<file path="src/rtl/vend_pkg.sv">
// Shared constants and BCD arithmetic helpers for the vending front end.
// Key indices, default parameters, and 6-digit packed-BCD add/subtract.
// Pure package with no ports; imported by key_debounce and coin_key_accum.
package vend_pkg;

   localparam int K_COIN0  = 0;
   localparam int K_COIN1  = 1;
   localparam int K_REFUND = 2;
   localparam int K_BUY    = 3;

   localparam int BCD_W   = 4;
   localparam int NUM_DIG = 6;
   localparam int CRED_W  = BCD_W * NUM_DIG;

   localparam int                DB_CNT_DEF = 1000000;
   localparam logic [CRED_W-1:0] PRICE_DEF  = 24'h000300;
   localparam logic [CRED_W-1:0] COIN0_DEF  = 24'h000050;
   localparam logic [CRED_W-1:0] COIN1_DEF  = 24'h000100;

   // Digit-wise BCD add. Bit CRED_W is the carry out of the top digit.
   function automatic logic [CRED_W:0] bcd_add(input logic [CRED_W-1:0] a,
                                               input logic [CRED_W-1:0] b);
      logic [CRED_W-1:0] s;
      logic              c;
      logic [BCD_W:0]    t;
      s = '0;
      c = 1'b0;
      for (int i = 0; i < NUM_DIG; i++) begin
         t = {1'b0, a[i*BCD_W +: BCD_W]} + {1'b0, b[i*BCD_W +: BCD_W]} + {4'b0, c};
         // Digit sums above 9 skip the six unused codes and carry.
         if (t > 5'd9) begin
            t = t + 5'd6;
            c = 1'b1;
         end else begin
            c = 1'b0;
         end
         s[i*BCD_W +: BCD_W] = t[BCD_W-1:0];
      end
      return {c, s};
   endfunction

   // Digit-wise BCD subtract; caller guarantees a >= b.
   function automatic logic [CRED_W-1:0] bcd_sub(input logic [CRED_W-1:0] a,
                                                 input logic [CRED_W-1:0] b);
      logic [CRED_W-1:0] s;
      logic              br;
      logic [BCD_W:0]    t;
      s  = '0;
      br = 1'b0;
      for (int i = 0; i < NUM_DIG; i++) begin
         t = {1'b0, a[i*BCD_W +: BCD_W]} - {1'b0, b[i*BCD_W +: BCD_W]} - {4'b0, br};
         // A negative digit difference borrows ten from the next digit.
         if (t[BCD_W]) begin
            t  = t + 5'd10;
            br = 1'b1;
         end else begin
            br = 1'b0;
         end
         s[i*BCD_W +: BCD_W] = t[BCD_W-1:0];
      end
      return s;
   endfunction

endpackage

</file>
<file path="src/rtl/key_debounce.sv">
// Debounces one active-low push-button and emits a one-cycle press pulse.
// Latency: 2-flop synchronizer + DB_CNT stable samples; pulse in the cycle the level falls.
// Ports: sclk, rst (sync active-high), key_n (raw, async), press (one-cycle pulse). No backpressure.
module key_debounce
   import vend_pkg::*;
#(
   parameter int DB_CNT = DB_CNT_DEF
) (
   input  logic sclk,
   input  logic rst,
   input  logic key_n,
   output logic press
);

   localparam int            CW      = (DB_CNT > 1) ? $clog2(DB_CNT) : 1;
   localparam logic [CW-1:0] CNT_MAX = CW'(DB_CNT - 1);

   logic          sync1_q, sync1_d;
   logic          sync2_q, sync2_d;
   logic          stable_q, stable_d;
   logic [CW-1:0] cnt_q, cnt_d;
   logic          press_q, press_d;

   always_comb begin
      sync1_d  = key_n;
      sync2_d  = sync1_q;
      stable_d = stable_q;
      cnt_d    = '0;
      // Count consecutive disagreeing samples; any agreeing sample restarts the count.
      if (sync2_q != stable_q) begin
         if (cnt_q == CNT_MAX) begin
            stable_d = sync2_q;
         end else begin
            cnt_d = cnt_q + CW'(1);
         end
      end
      press_d = stable_q & ~stable_d;
   end

   always_ff @(posedge sclk) begin
      if (rst) begin
         sync1_q  <= 1'b1;
         sync2_q  <= 1'b1;
         stable_q <= 1'b1;
         cnt_q    <= '0;
         press_q  <= 1'b0;
      end else begin
         sync1_q  <= sync1_d;
         sync2_q  <= sync2_d;
         stable_q <= stable_d;
         cnt_q    <= cnt_d;
         press_q  <= press_d;
      end
   end

   assign press = press_q;

endmodule

</file>
<file path="src/rtl/coin_key_accum.sv">
// Vending front end: debounced key presses drive a 6-digit BCD credit with coin/refund/purchase.
// Latency: credit and vend update one cycle after the flag_key pulse.
// Ports: sclk, rst, key_in[3:0] (active-low raw), flag_key[3:0], rNum[23:0] (BCD), vend. No backpressure.
module coin_key_accum
   import vend_pkg::*;
#(
   parameter int                DB_CNT = DB_CNT_DEF,
   parameter logic [CRED_W-1:0] PRICE  = PRICE_DEF,
   parameter logic [CRED_W-1:0] COIN0  = COIN0_DEF,
   parameter logic [CRED_W-1:0] COIN1  = COIN1_DEF
) (
   input  logic              sclk,
   input  logic              rst,
   input  logic [3:0]        key_in,
   output logic [3:0]        flag_key,
   output logic [CRED_W-1:0] rNum,
   output logic              vend
);

   logic [3:0]        press;
   logic [CRED_W-1:0] rnum_q, rnum_d;
   logic              vend_q, vend_d;
   logic [CRED_W:0]   add0, add1;
   logic [CRED_W-1:0] sub_v;

   for (genvar g = 0; g < 4; g++) begin : g_db
      key_debounce #(.DB_CNT(DB_CNT)) u_db (
         .sclk  (sclk),
         .rst   (rst),
         .key_n (key_in[g]),
         .press (press[g])
      );
   end

   always_comb begin
      rnum_d = rnum_q;
      vend_d = 1'b0;
      add0   = bcd_add(rnum_q, COIN0);
      add1   = bcd_add(rnum_q, COIN1);
      sub_v  = bcd_sub(rnum_q, PRICE);
      // Single action per cycle; lower-priority presses in the same cycle are ignored.
      // Valid BCD compares correctly as plain unsigned binary.
      if (press[K_REFUND]) begin
         rnum_d = '0;
      end else if (press[K_BUY]) begin
         if (rnum_q >= PRICE) begin
            rnum_d = sub_v;
            vend_d = 1'b1;
         end
      end else if (press[K_COIN1]) begin
         if (!add1[CRED_W]) rnum_d = add1[CRED_W-1:0];
      end else if (press[K_COIN0]) begin
         if (!add0[CRED_W]) rnum_d = add0[CRED_W-1:0];
      end
   end

   always_ff @(posedge sclk) begin
      if (rst) begin
         rnum_q <= '0;
         vend_q <= 1'b0;
      end else begin
         rnum_q <= rnum_d;
         vend_q <= vend_d;
      end
   end

   assign flag_key = press;
   assign rNum     = rnum_q;
   assign vend     = vend_q;

endmodule

</file>
<file path="config.mk">
export PLATFORM = sky130hd
export DESIGN_NAME = coin_key_accum
export DESIGN_NICKNAME = d
export VERILOG_FILES = /design/src/rtl/vend_pkg.sv /design/src/rtl/key_debounce.sv /design/src/rtl/coin_key_accum.sv
export SDC_FILE = /design/constraint.sdc
export NUM_CORES = 1
export LEC_CHECK = 0
export CAP_MARGIN = 10
export CORE_MARGIN = 4
export CORE_UTILIZATION = 65
export DETAILED_ROUTE_END_ITERATION = 7
export PLACE_DENSITY = 0.84
export SYNTH_ARGS = -nofsm -noshare
export SYNTH_HDL_FRONTEND = slang
export SYNTH_SLANG_ARGS = --single-unit
</file>
<file path="constraint.sdc">
create_clock -name sclk -period 22.6 [get_ports sclk]
set_clock_uncertainty 0.15 [all_clocks]
set_input_delay 3.39 -clock sclk [delete_from_list [all_inputs] [get_ports sclk]]
set_output_delay 3.39 -clock sclk [all_outputs]
set_load 0.03 [all_outputs]
</file>
==> impl_results.md <==
- Status: complete, no violations
- Crit end category: flop
- Routability Congestion: 0.923
- Data arrival, critical path: 9640 ps
- Fmax achieved: 106 MHz
- Post-synth top area cell: dfxtp_1
- Initial antenna violation count: 0
- Final setup violation count: 0
- Commonest non-fill, non-tap cell in the layout: nor2_1
- Ys async rst share: 0%
- Seq/Total Area, Yosys: 32.4%
- Vias per inst: ~6
- Crit path launch type: flop
- Post-synth EDFFs: 0
- Crit path largest cell delay: ~460 ps
- Worst-Skew Late Latency: about 420 ps
- Period utilisation layout: a little over two fifths
- ANT nets after route: 0
- Relative slew slack: 24.4%
- Cts bufs inserted: 17
- DRT iter0 DRCs: approximately 470
- Setup Fix Bufs, Post-CTS: 0
- Most used cell, CP: ha_1
- Final Hold Vio Count: 0
- # fillers: 799
- Via count: ~6600
- DP HPWL: roughly 12000 µm
- Leak Pwr: between 3 and 4 nW
- Clock-pin slew on the worst setup and hold paths: 50 ps
- Largest net degree at the start of global routing: 30
- Row cnt: 38
- Pins over their slew limit: 0
- Placed Area: just under 0.008 mm²
- Slew @ Worst Pin: 1130 ps
- Hold_buf cts: 0
- Yosys cell types: roughly 70
- Ys flop type: dfxtp_1
- Post-synthesis instance total: between 900 and 1000
- WL final: 17600 µm
- Drt wl/cell: between 15 and 20 µm
- First-pass DRT Iterations: 5
- TritonCTS clock tree: built
- Most frequent cells in the layout: 131 x nor2_1, 120 x dfxtp_1, 69 x nand2_1
- Dpl ws: about 13000 ps
- PwrDens: 57.2 mW/mm²
- Setup TNS: 0 ps
- Root Buffer: clkbuf_16
- Top area cells in the synthesized netlist: dfxtp_1 32%, ha_1 8.4%, xor2_1 7.2%, nor2_1 6.6%, xnor2_1 5.7%
- CTS max path bufs: 2
- Total grt overflow: 0
- Worst EP required: approximately 23000 ps
- Post-layout nets: about 1000
- Antenna Cells: 0
- CORE AREA: about 0.011 mm²
- Final worst setup slack: roughly 13000 ps
- Design area: around 0.0083 mm²
- Minimum clock period: around 9400 ps
- DRC Markers: 0
- #FFs+latches synth: 120
- Syn Area/Cell: roughly 8.2 µm²
- Share of layout cells above drive strength 1: between 6 and 7%
- Die area: between 0.01 and 0.015 mm²
- Synth top area share: between 30% and 40%
- Worst-path fanout max: 18
- Worst setup path category: flop to flop
- Crit-path slowest cell: o21ai_4
- Initial Util: a little under 70%
- Critical path buffers and inverters: 5
- Final Util: 75.6%
- Syn_nets: 965
- Area growth syn-to-layout: 12.3%
- Worst hold path class: flop to flop
- Top-Level Pins: 35
- RSZ-0062 raised after global routing: no
- CP delay by family, top: compound AO/OA/AOI/OAI gates
- Die X: approximately 110 µm
- Yosys warns: 0
- H-tree depth: 4
- Die Height: between 100 and 150 µm
- Vias in the first global route: 6606
- Mapped Area: 0.00743 mm²
- Max Cap Viol: 0
- All-Layer GR Usage: 27.4%
- Clock sinks: 120
- Max VDD drop: between 50 and 60 µV
- First-pass GRT wire length: about 30000 µm
- Resized cells post-CTS: 0
- Port bufs: 33
[layer usage]
metal	vias up	track usage (%)	part of all wire, %
met1	3176	31.6	42
met2	195	47.8	50
met3	49	6.79	5.3
li1	3205	-	-
met5	-	0	0
met4	0	12.5	2.7
[final timing paths]
| kind | from | to | slack, ps | cells past startpoint |
|---|---|---|---|---|
| setup / recovery | rNum[1] | rNum[23] | 13150 | 40 |
| hold / removal | g_db[2].u_db.sync1_q | g_db[2].u_db.sync2_q | 260 | 1 |
| setup reg to reg | rNum[1] | rNum[23] | 13150 | 40 |
| hold reg to reg | g_db[2].u_db.sync1_q | g_db[2].u_db.sync2_q | 260 | 1 |
[worst register-to-register path, delay by kind of cell (launching register included)]
kind            cells  cell delay, ps
compound gates     12            3370
xor+xnor            3             800
fa+ha+maj          13            3290
buf+inv             5             360
flops               1             360
mux                 1             280
simple gates        6             750
[Yosys cell counts, types with 5 or more instances]
| master | instances |
|---|---|
| o21a_1 | 5 |
| and3_1 | 23 |
| xor2_1 | 61 |
| and4_1 | 7 |
| and2_1 | 5 |
| mux2_2 | 6 |
| ha_1 | 50 |
| nand4_1 | 21 |
| o211ai_1 | 9 |
| clkbuf_1 | 24 |
| maj3_1 | 5 |
| nand2b_1 | 8 |
| inv_1 | 42 |
| a21oi_1 | 28 |
| o21ai_0 | 26 |
| nor3_1 | 11 |
| or2_2 | 10 |
| o22ai_1 | 6 |
| mux2i_1 | 13 |
| nor4b_1 | 8 |
| a211oi_1 | 8 |
| xnor2_1 | 48 |
| buf_4 | 7 |
| nor2_1 | 131 |
| nand2_1 | 69 |
| nor4_1 | 10 |
| dfxtp_1 | 120 |
| nor2b_1 | 13 |
| a31oi_1 | 8 |
| nand3_1 | 52 |
[stage by stage]
stage,cells,power (mW),hold WS [ps]
4_1_cts,1076,0.479,266
5_1_grt,1076,0.490,275
3_5_place_dp,1045,0.222,253
2_1_floorplan,909,0.221,239
3_3_place_gp,1045,0.222,241
6_report,1076,0.477,262
[final cells by class]
class / count / area, µm² / share of cell area, %
Timing Repair Buffer: 35 / 345 / 4.14
Clock inverter: 12 / 128 / 1.53
Multi-Input combinational cell: 708 / 4690 / 56.2
Clock buffer: 19 / 443 / 5.31
Inverter: 42 / 158 / 1.89
Tap cell: 140 / 175 / 2.10
Sequential cell: 120 / 2400 / 28.8
[report_power, final]
part           total [mW]  switching, mW  internal (mW)
Clock               0.259         0.0950          0.164
Combinational     0.00485        0.00313        0.00172
Sequential          0.213       0.000550          0.213
Total               0.477         0.0986          0.378
[logic make-up (layout without fill, tap and decap cells)]
logic type,count (synthesis),in the layout,share of synthesized area (%)
fa+ha+maj,56,56,9.25
mux,19,19,2.66
xor+xnor,109,109,12.9
compound gates,135,135,12.4
other cells,1,1,0.0505
simple gates,388,388,25.9
flops,120,120,32.4
buf+inv,81,108,4.52
[sequential cells by signal, summed over array words and instances (netlist names)]
register,count
g_db.u_db.cnt_q,80
rNum,23
g_db.u_db.press,4
g_db.u_db.stable_q,4
g_db.u_db.sync1_q,4
g_db.u_db.sync2_q,4
vend,1
(Power assumes the default switching activity.)
